## config.mk

```make
export PLATFORM = sky130hd
export DESIGN_NAME = pipe_stage_skid
export DESIGN_NICKNAME = d
export VERILOG_FILES = /design/src/rtl/pipe_stage_skid.sv
export SDC_FILE = /design/constraint.sdc
export NUM_CORES = 1
export LEC_CHECK = 0
export ABC_AREA = 1
export CAP_MARGIN = 20
export CORE_ASPECT_RATIO = 1.75
export CORE_MARGIN = 5
export CORE_UTILIZATION = 52
export CTS_BUF_LIST = sky130_fd_sc_hd__clkbuf_4 sky130_fd_sc_hd__clkbuf_8
export DETAILED_ROUTE_END_ITERATION = 10
export MAX_ROUTING_LAYER = met4
export PLACE_DENSITY = 0.82
export SYNTH_ARGS = -nofsm -noshare
export SYNTH_HDL_FRONTEND = slang
export SYNTH_SLANG_ARGS = --single-unit
```

## constraint.sdc

```tcl
create_clock -name clock -period 1.6 [get_ports clock]
set_input_delay 0.16 -clock clock [delete_from_list [all_inputs] [get_ports clock]]
set_output_delay 0.16 -clock clock [all_outputs]
set_load 0.05 [all_outputs]
```

## src/rtl/pipe_stage_skid.sv

```systemverilog
// Reusable pipeline-stage register with a 2-entry skid buffer; in_ready comes from held state and reset only. Latency is 1 falling edge.
// Backpressure: out_ready=0 holds the output beat and absorbs one more beat into skid before in_ready drops.
// Optional PIPE_STAGE_STATS_EN adds saturating stall_count/flush_count outputs.
module pipe_stage_skid #(
    parameter int CTRL_W = 8,
    parameter int DATA_W = 69,
    parameter int CNT_W  = 16
) (
    input  logic              clock,
    input  logic              reset,
    input  logic              flush,
    input  logic              in_valid,
    output logic              in_ready,
    input  logic [CTRL_W-1:0] in_ctrl,
    input  logic [DATA_W-1:0] in_data,
    output logic              out_valid,
    input  logic              out_ready,
    output logic [CTRL_W-1:0] out_ctrl,
    output logic [DATA_W-1:0] out_data,
    output logic [1:0]        occupancy
`ifdef PIPE_STAGE_STATS_EN
    ,
    output logic [CNT_W-1:0]  stall_count,
    output logic [CNT_W-1:0]  flush_count
`endif
);

    typedef enum logic [1:0] {
        EMPTY = 2'd0,
        ONE   = 2'd1,
        FULL  = 2'd2
    } state_t;

    state_t              state_q, state_d;
    logic [CTRL_W-1:0]   main_ctrl_q, main_ctrl_d;
    logic [DATA_W-1:0]   main_data_q, main_data_d;
    logic [CTRL_W-1:0]   skid_ctrl_q, skid_ctrl_d;
    logic [DATA_W-1:0]   skid_data_q, skid_data_d;
    logic                accept;
    logic                deliver;

    assign occupancy = state_q;
    assign in_ready  = reset & (state_q != FULL);
    assign out_valid = (state_q != EMPTY);
    assign accept    = in_valid & in_ready;
    assign deliver   = out_valid & out_ready;
    // An empty main slot must never present a live control bit downstream.
    assign out_ctrl  = main_ctrl_q & {CTRL_W{out_valid}};
    assign out_data  = main_data_q;

    always_comb begin
        state_d     = state_q;
        main_ctrl_d = main_ctrl_q;
        main_data_d = main_data_q;
        skid_ctrl_d = skid_ctrl_q;
        skid_data_d = skid_data_q;
        if (flush) begin
            state_d     = EMPTY;
            main_ctrl_d = '0;
        end else begin
            case (state_q)
                EMPTY: begin
                    if (accept) begin
                        state_d     = ONE;
                        main_ctrl_d = in_ctrl;
                        main_data_d = in_data;
                    end
                end
                ONE: begin
                    if (accept && deliver) begin
                        main_ctrl_d = in_ctrl;
                        main_data_d = in_data;
                    end else if (accept) begin
                        state_d     = FULL;
                        skid_ctrl_d = in_ctrl;
                        skid_data_d = in_data;
                    end else if (deliver) begin
                        state_d = EMPTY;
                    end
                end
                FULL: begin
                    if (deliver) begin
                        state_d     = ONE;
                        main_ctrl_d = skid_ctrl_q;
                        main_data_d = skid_data_q;
                    end
                end
                default: state_d = EMPTY;
            endcase
        end
    end

    always_ff @(negedge clock) begin
        if (!reset) begin
            state_q     <= EMPTY;
            main_ctrl_q <= '0;
            main_data_q <= '0;
            skid_ctrl_q <= '0;
            skid_data_q <= '0;
        end else begin
            state_q     <= state_d;
            main_ctrl_q <= main_ctrl_d;
            main_data_q <= main_data_d;
            skid_ctrl_q <= skid_ctrl_d;
            skid_data_q <= skid_data_d;
        end
    end

`ifdef PIPE_STAGE_STATS_EN
    localparam logic [CNT_W+1:0] CNT_MAX = {2'b00, {CNT_W{1'b1}}};

    logic [CNT_W-1:0] stall_count_q;
    logic [CNT_W-1:0] flush_count_q;
    logic [CNT_W+1:0] flush_sum;

    // Two spare bits so the add cannot wrap before the saturation compare.
    assign flush_sum   = {2'b00, flush_count_q} + {{CNT_W{1'b0}}, occupancy};
    assign stall_count = stall_count_q;
    assign flush_count = flush_count_q;

    always_ff @(negedge clock) begin
        if (!reset) begin
            stall_count_q <= '0;
            flush_count_q <= '0;
        end else begin
            if (out_valid && !out_ready && (stall_count_q != {CNT_W{1'b1}})) begin
                stall_count_q <= stall_count_q + 1'b1;
            end
            if (flush) begin
                flush_count_q <= (flush_sum > CNT_MAX) ? {CNT_W{1'b1}} : flush_sum[CNT_W-1:0];
            end
        end
    end
`else
    // Counter width is meaningful only when statistics are compiled in.
    if (CNT_W < 1 || CTRL_W < 1 || DATA_W < 1) begin : g_illegal_width
    end
`endif

endmodule

```

==> results.py, run 1 <==
metrics = {
    "placed_design": {
        "dpl-instance-area_um2": 9960,
        "port_buffers": 162,
        "dp_hpwl_um": 13700,
        "pre_cts_ws_ns": -0.895,
        "gp_congestion": 0.843,
    },
    "sta": {
        "worst_endpoint_kind": "output port",
        "worstEndpointGrtRepair": "out_ctrl[6]",
    },
    "synthesis": {
        "netlist_area_um2": 7200,
        "yosys_warnings": 0,
        "synth_top_cell_area_share": 0.434,
        "synth_cells": 1114,
        "synth_fp_nets": 1196,
        "yosys-top-cells-area": "dfxtp_1 (43%), nand2_1 (16%), nor2_1 (13%)",
        "ys_seq_area_frac": 0.434,
        "synth_area_per_cell_um2": 6.46,
        "synth_seq_cells": 156,
        "synth_cell_types": 22,
        "yosysTopAreaCell": "dfxtp_1",
    },
    "floorplanning": {
        "die_width_um": 98.9,
        "rows": 57,
        "ios": 163,
        "initial_utilization": 0.523,
        "die_h_um": 166,
    },
    "global_routing": {
        "grt_max_degree": 79,
    },
    "outcome": {
        "error": "[ERROR DPL-0038] Utilization greater than 100%, impossible to legalize",
        "failing_step": "5_1_grt",
        "status": "aborted with a tool error",
    },
    "clock_network": {
        "cts_max_path_buffers": 2,
        "cts_sinks": 156,
        "cts_root_buf": "clkbuf_8",
        "postCtsHoldBufs": 0,
        "htreeDepth": 4,
        "numCtsBuffers": 17,
    },
}
## synthesized netlist by cell type (all sizes together)
cell type	number
nor3	77
inv	87
o21ai	83
nor2	244
a211oi	1
dfxtp	156
buf	44
a21oi	2
nand2	301
nand4	2
clkbuf	38
nand3	79
## cells by family after synthesis
logic type	Yosys count	share of synthesized area
buffers and inverters	169	0.105
flip-flops	156	0.434
AO/OA/AOI/OAI	86	0.0602
AND/OR/NAND/NOR	703	0.401
## through the flow
stage                     hold slack (ns)   util  std cells
after CTS                           0.490  0.885       1640
after detailed placement            0.484  0.724       1408
after global placement              0.467  0.724       1408
after floorplan                     0.455      -       1114
## repair_timing
action / CTS
gates resized for setup: 203
buffers inserted: 27
setup endpoints to repair: 237
pin swaps: 8
cloned: 20
==> inputs of run 2 (changes only) <==
Settings changed: CORE_ASPECT_RATIO 1.75 to not set, CORE_UTILIZATION 52 to 40, CTS_BUF_LIST sky130_fd_sc_hd__clkbuf_4 sky130_fd_sc_hd__clkbuf_8 to not set, MAX_ROUTING_LAYER met4 to not set, PLACE_DENSITY 0.82 to not set, PLACE_DENSITY_LB_ADDON set to 0.15.
==> run 2 against run 1 <==
The flow now finishes, with violations (negative setup slack). Synthesized area stayed put. Synthesized cell count stayed put.
==> results.py, run 2 <==
metrics = {
    "outcome": {
        "status": "finished with violations",
        "violations": "negative setup slack",
    },
    "synthesis": {
        "async_reset_ff_frac": 0,
        "yosys-top-cells-area": "dfxtp_1 (43%), nand2_1 (16%), nor2_1 (13%)",
        "synth_enable_flop_cells": 0,
        "synthTopCellsByCount": "nand2_1 (300), nor2_1 (241), dfxtp_1 (156)",
        "ys_seq_area_frac": 0.434,
        "synth_xor_area_frac": 0,
        "synth_top_cell_area_share": 0.434,
        "yosys_warnings": 0,
        "synth_cell_types": 22,
        "synthFlopType": "dfxtp_1",
        "synthSimpleGateAreaFrac": 0.401,
        "muxShareOfSynthArea": 0,
        "synth_cells": 1114,
        "netlist_area_um2": 7200,
        "synth_compound_area_frac": 0.0602,
        "yosysTopAreaCell": "dfxtp_1",
        "synth_most_common_cell": "nand2_1",
        "synth_fp_nets": 1196,
        "synth_top_family_by_area": "simple AND/OR/NAND/NOR gates",
        "synth_seq_cells": 156,
        "synthAdderAreaFrac": 0,
        "synth_area_per_cell_um2": 6.46,
    },
    "pwr": {
        "power.share.clock": 0.503,
        "cellPowerDensity_nw_per_um2": 950,
        "p_comb_frac": 0.152,
        "internal-power_mw": 8.08,
        "switching_share": 0.327,
        "p_seq_frac": 0.346,
        "finalPower_mw": 12.0,
        "p_leak_nw": 6.34,
        "ir_drop_uv": 789,
        "p_sw_mw": 3.93,
    },
    "clock_network": {
        "clk_pin_slew_ns": 0.03,
        "numCtsBuffers": 17,
        "clock_latency_ns": 0.47,
        "cts_root_buf": "clkbuf_16",
        "cts_sinks": 156,
        "postCtsHoldBufs": 0,
        "htreeDepth": 4,
        "cts_max_path_buffers": 2,
        "cts_tree": "built",
    },
    "global_routing": {
        "grt_pass1_wl_um": 41500,
        "grt_usage": 0.250,
        "antenna_found_initial": 1,
        "gr-total-overflow": 0,
        "grt_max_degree": 66,
        "grt_pass1_vias": 8560,
    },
    "sta": {
        "drv_slew": 0,
        "finClkSkew_ns": 0.0248,
        "timing.final.hold_violations": 0,
        "setup_viol": 219,
        "worst_slack_ns": -0.658,
        "tightestPinTransition_ns": 0.517,
        "slew-limit-headroom": 0.655,
        "rsz0062_at_grt": "true",
    },
    "final_layout": {
        "syn_to_final_growth_pct": 75.6,
        "utilization": 0.708,
        "fin_area_um2": 12600,
        "regArea_um2": 3250,
        "multiInputGateArea_um2": 3730,
        "layout_common_cells": "nand2_1 (289), inv_1 (235), nor2_1 (192)",
        "fin_nets": 1542,
        "n_antenna_cell": 0,
        "final_common_cell": "nand2_1",
        "drive_above_1_share": 0.252,
        "n_fill_cell": 1377,
    },
    "routing": {
        "via_per_inst": 4.95,
        "drc": 0,
        "wl_um": 25800,
        "drtIter0Drc": 672,
        "vias": 8431,
        "wl_per_cell_um": 15.2,
        "drtPass1Iterations": 5,
        "ant_nets": 0,
    },
    "floorplanning": {
        "ios": 163,
        "core-area_um2": 17800,
        "initial_utilization": 0.403,
        "dieArea_um2": 20800,
        "rows": 49,
        "die_h_um": 144,
        "die_width_um": 144,
    },
    "placed_design": {
        "dp_hpwl_um": 13200,
        "pre_cts_ws_ns": -0.816,
        "gp_congestion": 0.777,
        "dpl-instance-area_um2": 10000,
        "port_buffers": 162,
    },
    "setup_path": {
        "path_max_fanout": 5,
        "slowest_delay_ns": 0.35,
        "end_kind": "output port",
        "worst-setup-path-type": "reg2out",
        "crit_arrival_ns": 2.10,
        "setup.worst_path.start_class": "flip-flop",
        "worstSetupStartpoint": "occupancy[1]",
        "crit_top_cell": "buf_12",
        "worst_path_max_delay_cell": "dfxtp_4",
        "worstReg2RegStart": "occupancy[1]",
        "worstPathRequired_ns": 1.44,
        "crit_chain": "nor2_8 > buf_12 > nor2_4 > buf_12",
    },
    "hold_path": {
        "min_from": "skid_data_q[25]",
        "hold_class": "reg2reg",
    },
    "flow_run": {
        "drv_cap": 0,
    },
}
-- run 2: critical path, delay by kind of cell, from the launching register on --
kind / cells / cell delay, ns
flip-flops: 1 / 0.35
AND/OR/NAND/NOR: 2 / 0.20
buffers and inverters: 2 / 0.29
-- run 2: power groups by stage --
stage | registers [mW] | logic, mW | clock network [mW]
detailed placement | 4.19 | 1.57 | 0.593
global placement | 4.19 | 1.56 | 0.593
global route | 4.15 | 1.94 | 6.68
floorplan | 4.46 | 0.499 | 0.593
finish | 4.15 | 1.82 | 6.04
CTS | 4.16 | 1.79 | 6.12
-- run 2: path summary, 6_finish.rpt --
check / endpoint / slack, ns / cells after the start
max reg2reg: out_data[62] / -0.27 / 11
min reg2reg: skid_data_q[25] / 0.49 / 2
min: skid_data_q[25] / 0.49 / 2
max: out_ctrl[0] / -0.66 / 4
-- run 2: final cells by class --
class	instances	share of cell area
Inverter	86	0.0257
Tap cell	229	0.0227
Clock buffer	17	0.0337
Sequential cell	156	0.257
Clock inverter	171	0.0631
Timing Repair Buffer	254	0.303
Multi-Input combinational cell	789	0.295
-- run 2: repair_timing --
item | CTS | global route
setup endpoints to repair | 237 | 237
cloned | 19 | 0
pin swaps | 12 | 6
buffers inserted | 26 | 12
gates resized for setup | 201 | 27
-- run 2: kinds of logic after synthesis --
group | after synthesis
DFF | 156
and+or+nand+nor | 703
AOI/OAI and AO/OA | 86
buffers and inverters | 169
-- run 2: routing by layer --
layer	vias to the layer above	GRT usage	wire [µm]
met5	-	0	16
met4	2	0.129	618
met3	49	0.0820	1930
met2	317	0.401	12600
met1	3890	0.298	10600
li1	4173	-	-
-- run 2: through the flow --
| step | instances | hold WS [ns] | TNS [ns] |
|---|---|---|---|
| global placement | 1460 | 0.468 | -116.39 |
| detailed placement | 1460 | 0.480 | -121.05 |
| CTS | 1691 | 0.490 | -41.04 |
| finish | 1702 | 0.494 | -41.23 |
| global route | 1702 | 0.516 | -57.41 |
| floorplan | 1114 | 0.455 | -22.70 |
(Power assumes the default switching activity.)
